File: src/rtl/cdu_pkg.sv
// Shared constants and the saturating pending-counter update for the CDU counter bank.
package cdu_pkg;

  localparam int CDU_PPS_DIV = 16;
  localparam int CDU_CW      = 16;
  localparam int CDU_PW      = 8;

  typedef struct packed {
    logic               sat;
    logic signed [31:0] val;
  } cdu_sat_t;

  // pend + d - e, clamped to the symmetric range +/-(2^(pw-1)-1); sat flags a clamp.
  function automatic cdu_sat_t cdu_sat_add(input logic signed [31:0] pend,
                                           input logic signed [1:0]  d,
                                           input logic signed [1:0]  e,
                                           input int                 pw);
    logic signed [31:0] lim;
    logic signed [31:0] sum;
    cdu_sat_t           r;
    lim   = (32'sd1 <<< (pw - 1)) - 32'sd1;
    sum   = pend + 32'(d) - 32'(e);
    r.sat = 1'b0;
    r.val = sum;
    if (sum > lim) begin
      r.val = lim;
      r.sat = 1'b1;
    end else if (sum < -lim) begin
      r.val = -lim;
      r.sat = 1'b1;
    end
    return r;
  endfunction

endpackage

File: src/rtl/cdu_count_chan.sv
// One CDU channel: read counter, signed pending counter, sticky saturation and slot-paced drain.
module cdu_count_chan
  import cdu_pkg::*;
#(
  parameter int CW = CDU_CW,
  parameter int PW = CDU_PW
) (
  input  logic          CLOCKH,
  input  logic          rst,
  input  logic          slot,
  input  logic          out_en,
  input  logic          inc_up,
  input  logic          inc_dn,
  input  logic          zero,
  output logic          cnt_up,
  output logic          cnt_dn,
  output logic [CW-1:0] angle,
  output logic          ovf
);

  logic signed [PW-1:0] pend;
  logic signed [1:0]    d;
  logic signed [1:0]    e;
  logic                 drain;
  cdu_sat_t             nxt;
  logic                 hi_unused;

  always_comb begin
    d = 2'sb00;
    if (inc_up && !inc_dn)      d = 2'sb01;
    else if (inc_dn && !inc_up) d = 2'sb11;
    // drain decision uses the registered pending value, never this cycle's increment
    drain = slot && out_en && (pend != '0);
    e     = 2'sb00;
    if (drain) e = pend[PW-1] ? 2'sb11 : 2'sb01;
    nxt   = cdu_sat_add(32'(pend), d, e, PW);
  end

  assign hi_unused = ^nxt.val[31:PW];

  always_ff @(posedge CLOCKH) begin
    if (rst || zero) begin
      angle  <= '0;
      pend   <= '0;
      ovf    <= 1'b0;
      cnt_up <= 1'b0;
      cnt_dn <= 1'b0;
    end else begin
      angle  <= angle + CW'(d);
      pend   <= nxt.val[PW-1:0];
      ovf    <= ovf | nxt.sat;
      cnt_up <= drain && !pend[PW-1];
      cnt_dn <= drain && pend[PW-1];
    end
  end

endmodule

File: src/rtl/cdu_count_bank.sv
// N-channel CDU counter bank: shared pulse-slot divider feeding an array of channel instances.
module cdu_count_bank
  import cdu_pkg::*;
#(
  parameter int NCHAN = 3,
  parameter int CW    = CDU_CW,
  parameter int PW    = CDU_PW,
  parameter int DIV   = CDU_PPS_DIV
) (
  input  logic                CLOCKH,
  input  logic                rst,
  input  logic [NCHAN-1:0]    inc_up,
  input  logic [NCHAN-1:0]    inc_dn,
  input  logic [NCHAN-1:0]    zero,
  input  logic                out_en,
  output logic [NCHAN-1:0]    cnt_up,
  output logic [NCHAN-1:0]    cnt_dn,
  output logic [NCHAN*CW-1:0] angle,
  output logic [NCHAN-1:0]    ovf
);

  localparam int DW = (DIV > 1) ? $clog2(DIV) : 1;

  logic [DW-1:0]             div;
  logic                      slot;
  logic [NCHAN-1:0][CW-1:0]  angle_q;

  assign slot  = (div == DW'(DIV - 1));
  assign angle = angle_q;

  // free-running slot divider; only reset touches it
  always_ff @(posedge CLOCKH) begin
    if (rst || slot) div <= '0;
    else             div <= div + DW'(1);
  end

  for (genvar i = 0; i < NCHAN; i++) begin : g_chan
    cdu_count_chan #(.CW(CW), .PW(PW)) u_chan (
      .CLOCKH (CLOCKH),
      .rst    (rst),
      .slot   (slot),
      .out_en (out_en),
      .inc_up (inc_up[i]),
      .inc_dn (inc_dn[i]),
      .zero   (zero[i]),
      .cnt_up (cnt_up[i]),
      .cnt_dn (cnt_dn[i]),
      .angle  (angle_q[i]),
      .ovf    (ovf[i])
    );
  end

endmodule
File: config.mk
export PLATFORM = sky130hd
export DESIGN_NAME = cdu_count_bank
export DESIGN_NICKNAME = d
export VERILOG_FILES = /design/src/rtl/cdu_pkg.sv /design/src/rtl/cdu_count_chan.sv /design/src/rtl/cdu_count_bank.sv
export SDC_FILE = /design/constraint.sdc
export NUM_CORES = 1
export LEC_CHECK = 0
export CAP_MARGIN = 20
export CORE_MARGIN = 2
export CORE_UTILIZATION = 63
export DETAILED_ROUTE_END_ITERATION = 8
export PLACE_DENSITY = 0.95
export RECOVER_POWER = 100
export SYNTH_ARGS = -nofsm -noshare
export SYNTH_HDL_FRONTEND = slang
export SYNTH_SLANG_ARGS = --single-unit
File: constraint.sdc
create_clock -name CLOCKH -period 12.6 [get_ports CLOCKH]
set_input_delay 2.52 -clock CLOCKH [delete_from_list [all_inputs] [get_ports CLOCKH]]
set_output_delay 2.52 -clock CLOCKH [all_outputs]
set_load 0.03 [all_outputs]
## Word-level counts from Yosys, hierarchy flattened

Cells that the tools add are included.

- $add $sub $neg: 10
- Magnitude comparators: 6
- Equality and inequality tests: 1
- Mux-type cells: 18
- Bitwise operators: 3
- Reduce and logical (&&, ||, !) cells: 35

Operator list:

| kind | count |
|---|---|
| $mux W33 | 6 |
| $gt A32 B8 Y1 const B | 3 |
| $lt A32 B8 Y1 const B | 3 |
| $add A16 B16 Y16 | 3 |
| $sub A9 B2 Y10 | 3 |
| $add A8 B2 Y9 | 3 |
| $mux W2 | 12 |
| $reduce_bool A8 Y1 | 3 |
| $logic_and A1 B1 Y1 | 16 |
| $logic_not A1 Y1 | 9 |
| $reduce_or A2 Y1 | 3 |
| $add A4 B1 Y4 const B | 1 |
| $eq A4 B4 Y1 const B | 1 |
| $logic_or A1 B1 Y1 | 4 |
| $or A1 B1 Y1 | 3 |

- Flip-flop bits (word level): 85
- Input bits: 12
- Output and inout bits: 57
- Logic and storage cells: 92

## Logic depth before layout (Yosys ltp)

Gate-level depths: netlist of the first run.

- Depth in word-level cells: 10
- Gate-level depth with buffers: 16
- Depth with buffers taken out: 16

## Modules after synthesis

Synthesis of the first run repeated with hierarchy kept, for this count alone.

- Cells, all modules: 796
- Area total of the unflattened synthesis: 6802.8 µm²

Modules (own cells, without submodules):

| module | instances | cells an instance | area each (µm²) | sequential area each (µm²) |
|---|---|---|---|---|
| cdu_count_chan (g_chan[1].u_chan ...) | 2 | 258 | 2187.1 | 540.5 |
| cdu_count_chan (g_chan[0].u_chan) | 1 | 265 | 2262.2 | 540.5 |
| cdu_count_bank | 1 | 15 | 166.4 | 80.1 |

## Worst setup path before layout of the first run

OpenSTA, ideal clock, no wires.

- Path kind: input port to flip-flop
- Start point: input inc_up[1]
- End point: register g_chan[1].u_chan.ovf
- Setup time: 122 ps
- Arrival: 5976 ps
- Required time: 12478 ps
- Setup slack: 6502 ps
- Stages on the path: 13
- Path buffers: 0
- Path through: inv_1 ha_1 inv_1 fa_1 inv_1 ha_1 nor2b_4 o31a_1 o221a_1 o21a_1 or3_1 or4b_1 o311a_1

- Word-level cells in the longest chain between the ends: 10
- Elaborated cells between the ends (all ways): 12
- Those cells by class: 2 x add/sub; 2 x order compare; 4 x mux; 1 x bitwise; 3 x reduce/logical

RTL lines:

| item | line | source |
|---|---|---|
| from (decl) | cdu_count_bank.sv:12 | `input logic [NCHAN-1:0] inc_up,` |
| $logic_not A1 Y1 | cdu_count_chan.sv:31 | `else if (inc_dn && !inc_up) d = 2'sb11;` |
| $logic_and A1 B1 Y1 | cdu_count_chan.sv:31 |  |
| $mux W2 | cdu_count_chan.sv:31 |  |
| $mux W2 * | cdu_count_chan.sv:30 | `if (inc_up && !inc_dn) d = 2'sb01;` |
| $add A8 B2 Y9 * | cdu_pkg.sv:22 | `sum = pend + 32'(d) - 32'(e);` |
| $sub A9 B2 Y10 * | cdu_pkg.sv:22 |  |
| $lt A32 B8 Y1 | cdu_pkg.sv:28 | `end else if (sum < -lim) begin` |
| $mux W33 | cdu_pkg.sv:28 |  |
| $mux W33 * | cdu_pkg.sv:25 | `if (sum > lim) begin` |
| $or A1 B1 Y1 * | cdu_count_chan.sv:51 | `ovf <= ovf \| nxt.sat;` |
| to (signal assigned) | cdu_count_chan.sv:51 |  |
| to (decl) | cdu_count_chan.sv:18 | `output logic ovf` |

Every way passes the cells marked *; elsewhere a longest branch is shown, timed or not.
A chain may end at the register's enable or synchronous reset.

## Worst setup path in the final report of the first run

- Start point: input inc_up[2]
- End point: register g_chan[2].u_chan.pend[6]

- Word-level cells in the longest chain between the ends: 9
- Elaborated cells between the ends (all ways): 11
- Those cells by class: 2 x add/sub; 2 x order compare; 4 x mux; 3 x reduce/logical

RTL lines:

| item | line | source |
|---|---|---|
| $logic_not A1 Y1 | cdu_count_chan.sv:31 |  |
| $logic_and A1 B1 Y1 | cdu_count_chan.sv:31 |  |
| $mux W2 | cdu_count_chan.sv:31 |  |
| $mux W2 * | cdu_count_chan.sv:30 |  |
| $add A8 B2 Y9 * | cdu_pkg.sv:22 |  |
| $sub A9 B2 Y10 * | cdu_pkg.sv:22 |  |
| $lt A32 B8 Y1 | cdu_pkg.sv:28 |  |
| $mux W33 | cdu_pkg.sv:28 |  |
| $mux W33 * | cdu_pkg.sv:25 |  |
| to (signal assigned) | cdu_count_chan.sv:50 | `pend <= nxt.val[PW-1:0];` |
| to (decl) | cdu_count_chan.sv:21 | `logic signed [PW-1:0] pend;` |

Marks and branches as above.

==> results of run 1 <==
[worst paths after layout]
| check | end | cells after the start | slack [ns] | startpoint |
|---|---|---|---|---|
| worst min-delay path | g_chan[0].u_chan.ovf | 1 | 0.46 | g_chan[0].u_chan.ovf |
| worst max register to register | g_chan[2].u_chan.pend[6] | 15 | 8.16 | div[0] |
| worst max-delay path | g_chan[2].u_chan.pend[6] | 14 | 5.82 | inc_up[2] |
| worst min register to register | g_chan[0].u_chan.ovf | 1 | 0.46 | g_chan[0].u_chan.ovf |
[metrics by stage]
step | setup WS (ns) | cells | cell area [µm²]
after global placement | 5.79 | 961 | 7320
final | 5.82 | 977 | 7520
after floorplan | 6.50 | 775 | 6570
after global routing | 5.50 | 977 | 7520
after detailed placement | 5.70 | 961 | 7320
after CTS | 6.09 | 977 | 7540
[synthesized netlist by cell type, types with 5 or more instances]
cell type,instances
nor2b_1,7
inv_1,96
nand2b_1,19
a21oi_1,59
a31oi_1,5
xor2_1,25
o21bai_1,8
fa_1,27
a21o_1,28
nor3b_1,5
clkbuf_1,9
o21ai_0,36
dfxtp_1,85
nand3_1,11
a211oi_1,7
ha_1,79
nand2_1,35
o21a_1,16
a2111oi_0,5
nor4_1,9
nor3_1,24
buf_4,9
and2_1,9
o211ai_1,6
and3_1,8
xnor2_1,20
nor2_1,66
[sequential cells by signal, summed over array words and instances (netlist names)]
signal and count:
g_chan.u_chan.pend 24, g_chan.u_chan.ovf 3, g_chan.u_chan.cnt_dn 3, div 4
g_chan.u_chan.cnt_up 3, g_chan.u_chan.angle 48
[final cells by class]
| type | count | area (µm²) | share of cell area (%) |
|---|---|---|---|
| clock inverter | 6 | 86.3 | 1.15 |
| inverter | 96 | 360 | 4.79 |
| timing repair buffer | 68 | 681 | 9.05 |
| multi-input combinational | 576 | 4380 | 58.3 |
| tap | 136 | 170 | 2.26 |
| sequential | 85 | 1700 | 22.6 |
| clock buffer | 10 | 138 | 1.83 |
[kinds of logic (layout without fill, tap and decap cells)]
kind of cell | after synthesis | in the layout
XOR/XNOR | 45 | 45
flip-flops | 85 | 85
adder cells (fa/ha/maj) | 106 | 106
AND/OR/NAND/NOR | 215 | 215
AO/OA/AOI/OAI | 209 | 209
multiplexers | 1 | 1
buffers and inverters | 114 | 180
[power by group through the flow]
stage / Clock (µW) / Combinational [µW] / Sequential (µW)
6_report: 221 / 806 / 338
5_1_grt: 235 / 902 / 343
3_3_place_gp: 0 / 768 / 341
2_1_floorplan: 0 / 615 / 351
3_5_place_dp: 0 / 798 / 342
4_1_cts: 222 / 811 / 337
[layer usage]
layer	part of all wire (%)	vias to the layer above
met5	0	-
met4	2.5	0
met1	44	2755
met2	48	208
li1	-	2844
met3	5.5	38
==> flow_summary.ini, run 1 <==
[outcome]
status = complete, but fails checks
violations = max-capacitance violations, max-slew violations

[global_route]
use_met2_pct = 46.2
grt_pass1_vias = 5616
use_met1_pct = 35.1
antenna_found_initial = 0
grt.busiest_layer = met2
grt_overflow = 0
grtUsageTotal_pct = 27.3
grt_pass1_wl_um = 25200
grt_start_max_net_pins = 28
met3_usage_pct = 4.48

[synthesis]
yosysTopAreaCell = dfxtp_1
synth_cell_types = 62
synth_mux_area_share_pct = 0.152
synth-edff-count = 0
synth_area_um2 = 6570
synthTopCellsByArea = dfxtp_1 (26%), ha_1 (15%), fa_1 (8.2%)
synth_top_family_by_area = adder cells
yosys.area_share.adder_pct = 23.3
synth_seq_area_share_pct = 25.9
synth-simple-area-share_pct = 16.6
ys.flop_type = dfxtp_1
synth_top_area_share_pct = 25.9
synth_xor_xnor_area_share_pct = 6.00
synth_seq_cells = 85
synth_compound_gate_area_share_pct = 21.0
synthesis.nets = 893
syn_inst = 775
synth_warnings = 0
ys_async_sr_fraction_pct = 0
synth.avg_cell_area_um2 = 8.48

[route]
drt_drc_violations_left = 0
antenna_left = 0
viasPerCell = 5.98
vias = 5845
firstDrtPassIters = 5
wirelength_um = 14800
wl_per_cell_um = 15.1
drtIter0Drc = 393

[final_layout]
synthToLayoutAreaGrowth_pct = 14.5
final_nets = 954
fillers = 732
layout_commonest_cell = inv_1
drive_above_1_share_pct = 2.38
n_antenna_cell = 0
postLayoutCoreUtil_pct = 73.5
final_cell_mix = inv_1 (96), dfxtp_1 (85), ha_1 (79), nor2_1 (66), dlygate4sd3_1 (61)

[timing]
hold_viol_final = 0
slew_headroom_pct = -3.73
period_minus_slack_ns = 6.78
drv_slew = 28
worstMarginPinSlew_ns = 1.56
final.setup.tns_ns = 0
fin_crit_sh_pct = 53.8
fmax_mhz = 147
holdWs_ns = 0.463
rsz0062_at_grt = false
setup_viol = 0
clock_skew_ns = 0.0131

[floorplanning]
die_h_um = 106
core_um2 = 10200
die_w_um = 106
std_cell_rows = 37
start_util_pct = 64.2
die_area_um2 = 11300
ioPinCount = 69

[critical_path]
worstPathMaxFanout = 18
end_kind = flop
crit_chain = dlygate4sd3_1 -> inv_1 -> ha_1 -> inv_1 -> fa_1 -> inv_1 -> ha_1 -> a21oi_1 -> o21ai_0 -> o31a_1 -> a21o_1 -> o21ai_0 -> or3b_2 -> o21ai_0
crit_path_max_incr_delay_ns = 0.66
path_delay_family = adder cells
start_kind = input port
cp.required_ns = 12.89
timing_worst_setup_path_type = in2reg
slowest_stage = ha_1
cp.buffers_inverters = 4
critical_path_arrival_ns = 7.07

[cts]
cts.sinks = 85
postCtsSetupBuffers = 0
clk_latency_ns = 0.37
cts_tree = built
cts_made_buffers = 9
htree_levels = 3
hold_buffers = 0
post_cts_resize_count = 0
ctsLongestPathBuffers = 2
root_buffer = clkbuf_8
clk_pin_slew_ns = 0.09

[power]
power.total_uw = 1370
pwr-share-seq_pct = 24.8
p_int_uw = 752
combinationalPowerShare_pct = 59.1
pwr-share-clk_pct = 16.2
vdd_drop_max_v = 0.000132
powerDensity_nw_per_um2 = 182
p_sw_uw = 613
netSwitchingFraction_pct = 44.9
p_leak_uw = 0.00364

[flow_run]
cap_violations = 1

[place]
port_buffers = 68
dp_hpwl_um = 11300
place.gp.congestion = 0.909

[hold_path]
hold_class = reg2reg
(Power assumes the default switching activity.)
==> run 2, diff against run 1 <==
- CORE_UTILIZATION: 63 -> 58
- PLACE_DENSITY: 0.95 -> 0.91
- clock period: 12.6 -> 6.8 ns (I/O delays scaled with it)
==> run 2 against run 1 <==
  * The flow still finishes with violations (max-capacitance violations, max-slew violations)
  * Clock skew shrank 0.0036 ns
  * Core utilization shrank 3.9 points
  * Setup slack lost 4.8 ns
  * Power grew 90%
  * Sequential power grew 86%
  * Via count shrank 1.4%
  * Global-route usage shrank 2.8 points
  * Hold slack gained 0.035 ns
  * Critical path depth is the same
  * Non-clock buffer count grew 3
  * Sequential share of layout area shrank 0.28 points
  * First-iteration DRC count shrank 15%
  * Largest cell class unchanged
==> flow_summary.ini, run 2 (synthesis results as in run 1) <==
[global_route]
grt_start_max_net_pins = 28
grt_overflow = 0
antenna_found_initial = 0
grt_pass1_wl_um = 25100
grt_pass1_vias = 5604
grtUsageTotal_pct = 24.5

[cts]
cts.sinks = 85
root_buffer = clkbuf_16
hold_buffers = 0
postCtsSetupBuffers = 0
clk_pin_slew_ns = 0.07
post_cts_resize_count = 0
cts_made_buffers = 9
htree_levels = 3
clk_latency_ns = 0.35
cts_tree = built
ctsLongestPathBuffers = 2

[route]
drt_drc_violations_left = 0
drtIter0Drc = 336
wl_per_cell_um = 15.1
viasPerCell = 5.86
antenna_left = 0
vias = 5765
firstDrtPassIters = 5
wirelength_um = 14900

[critical_path]
path_delay_family = buffers and inverters
end_kind = flop
crit_chain = dlygate4sd3_1 -> ha_1 -> clkbuf_1 -> inv_1 -> fa_1 -> inv_1 -> ha_1 -> nor2b_1 -> o31a_1 -> o221a_1 -> o21a_1 -> or3_1 -> or4b_1 -> o311a_1
critical_path_arrival_ns = 5.99
start_kind = input port
slowest_stage = clkbuf_1
timing_worst_setup_path_type = in2reg
worstPathMaxFanout = 18
cp.required_ns = 7.04
cp.buffers_inverters = 4
crit_path_max_incr_delay_ns = 0.69

[power]
p_sw_uw = 1150
p_leak_uw = 0.00367
pwr-share-seq_pct = 24.2
combinationalPowerShare_pct = 57.5
powerDensity_nw_per_um2 = 341
p_int_uw = 1440
vdd_drop_max_v = 0.000313
pwr-share-clk_pct = 18.3
netSwitchingFraction_pct = 44.4

[floorplanning]
die_w_um = 110
die_area_um2 = 12200
start_util_pct = 60.1
ioPinCount = 69
die_h_um = 110
std_cell_rows = 38
core_um2 = 10900

[timing]
fin_crit_sh_pct = 84.5
setup_viol = 0
clock_skew_ns = 0.00943
drv_slew = 28
worstMarginPinSlew_ns = 1.51
fmax_mhz = 174
slew_headroom_pct = -0.947
final.setup.tns_ns = 0
period_minus_slack_ns = 5.75
rsz0062_at_grt = false
hold_viol_final = 0

[outcome]
violations = max-capacitance violations, max-slew violations
status = complete, but fails checks

[final_layout]
synthToLayoutAreaGrowth_pct = 15.9
final_nets = 957
drive_above_1_share_pct = 2.73
layout_commonest_cell = inv_1
register_area_um2 = 1700
layout.cells.non_filler = 984
final_cell_mix = inv_1 (96), dfxtp_1 (85), ha_1 (79), nor2_1 (66), dlygate4sd3_1 (61)
fillers = 840
top_register = g_chan.u_chan.angle
largest_reg_flops = 48
multi_input_comb_area_um2 = 4390
n_antenna_cell = 0
largest_registers = g_chan.u_chan.angle x48, g_chan.u_chan.pend x24, div x4

[place]
place.gp.congestion = 0.936
port_buffers = 68
dp_cells = 968
dp_hpwl_um = 11500

[flow_run]
cap_violations = 1

[hold_path]
hold_class = reg2reg
run 2: cell count changes in the layout (fill, tap and decap cells not counted), sizes merged:
cell      delta
bufinv       -2
inv          +1
clkbuf       +2
buf          +1
clkinvlp     +1
run 2: final cells by class:
type                       instances  share of cell area, %
clock buffer                      10                   3.14
tap                              140                   2.30
clock inverter                     6                  0.608
multi-input combinational        576                   57.7
timing repair buffer              71                   9.14
inverter                          96                   4.73
sequential                        85                   22.4
run 2: worst paths after layout:
kind	endpoint	cells past startpoint	from	slack [ns]
max	g_chan[1].u_chan.ovf	14	inc_dn[1]	1.05
min	div[3]	2	div[3]	0.50
max reg2reg	g_chan[2].u_chan.pend[6]	15	div[0]	2.34
min reg2reg	div[3]	2	div[3]	0.50
run 2: stage by stage:
stage | setup slack (ns) | util (%) | total power (µW) | hold slack [ns] | area [µm²]
CTS | 1.82 | 69.8 | 2600 | 0.493 | 7630
global route | 0.790 | 69.6 | 2800 | 0.529 | 7610
floorplan | 1.86 | - | 1790 | 0.428 | 6570
detailed placement | 1.46 | 67.2 | 2100 | 0.476 | 7350
finish | 1.05 | 69.6 | 2590 | 0.498 | 7610
global placement | 1.56 | 67.2 | 2070 | 0.473 | 7350
run 2: power by group through the flow:
stage	Sequential, µW	Clock, µW	Combinational [µW]
5_1_grt	636	505	1650
2_1_floorplan	649	0	1140
6_report	628	474	1490
3_3_place_gp	636	0	1430
3_5_place_dp	638	0	1470
4_1_cts	628	481	1490
run 2: layer usage:
layer | GRT usage, % | wire length (µm)
met5 | 0 | 0
met4 | 9.42 | 411
met3 | 5.49 | 870
met2 | 42.1 | 7120
met1 | 29.9 | 6480
run 2: tightest hold or removal path, cell delays in order (launching register included):
cell,delay (ns)
dfxtp_1,0.32
o21ai_0,0.07
a21oi_1,0.06
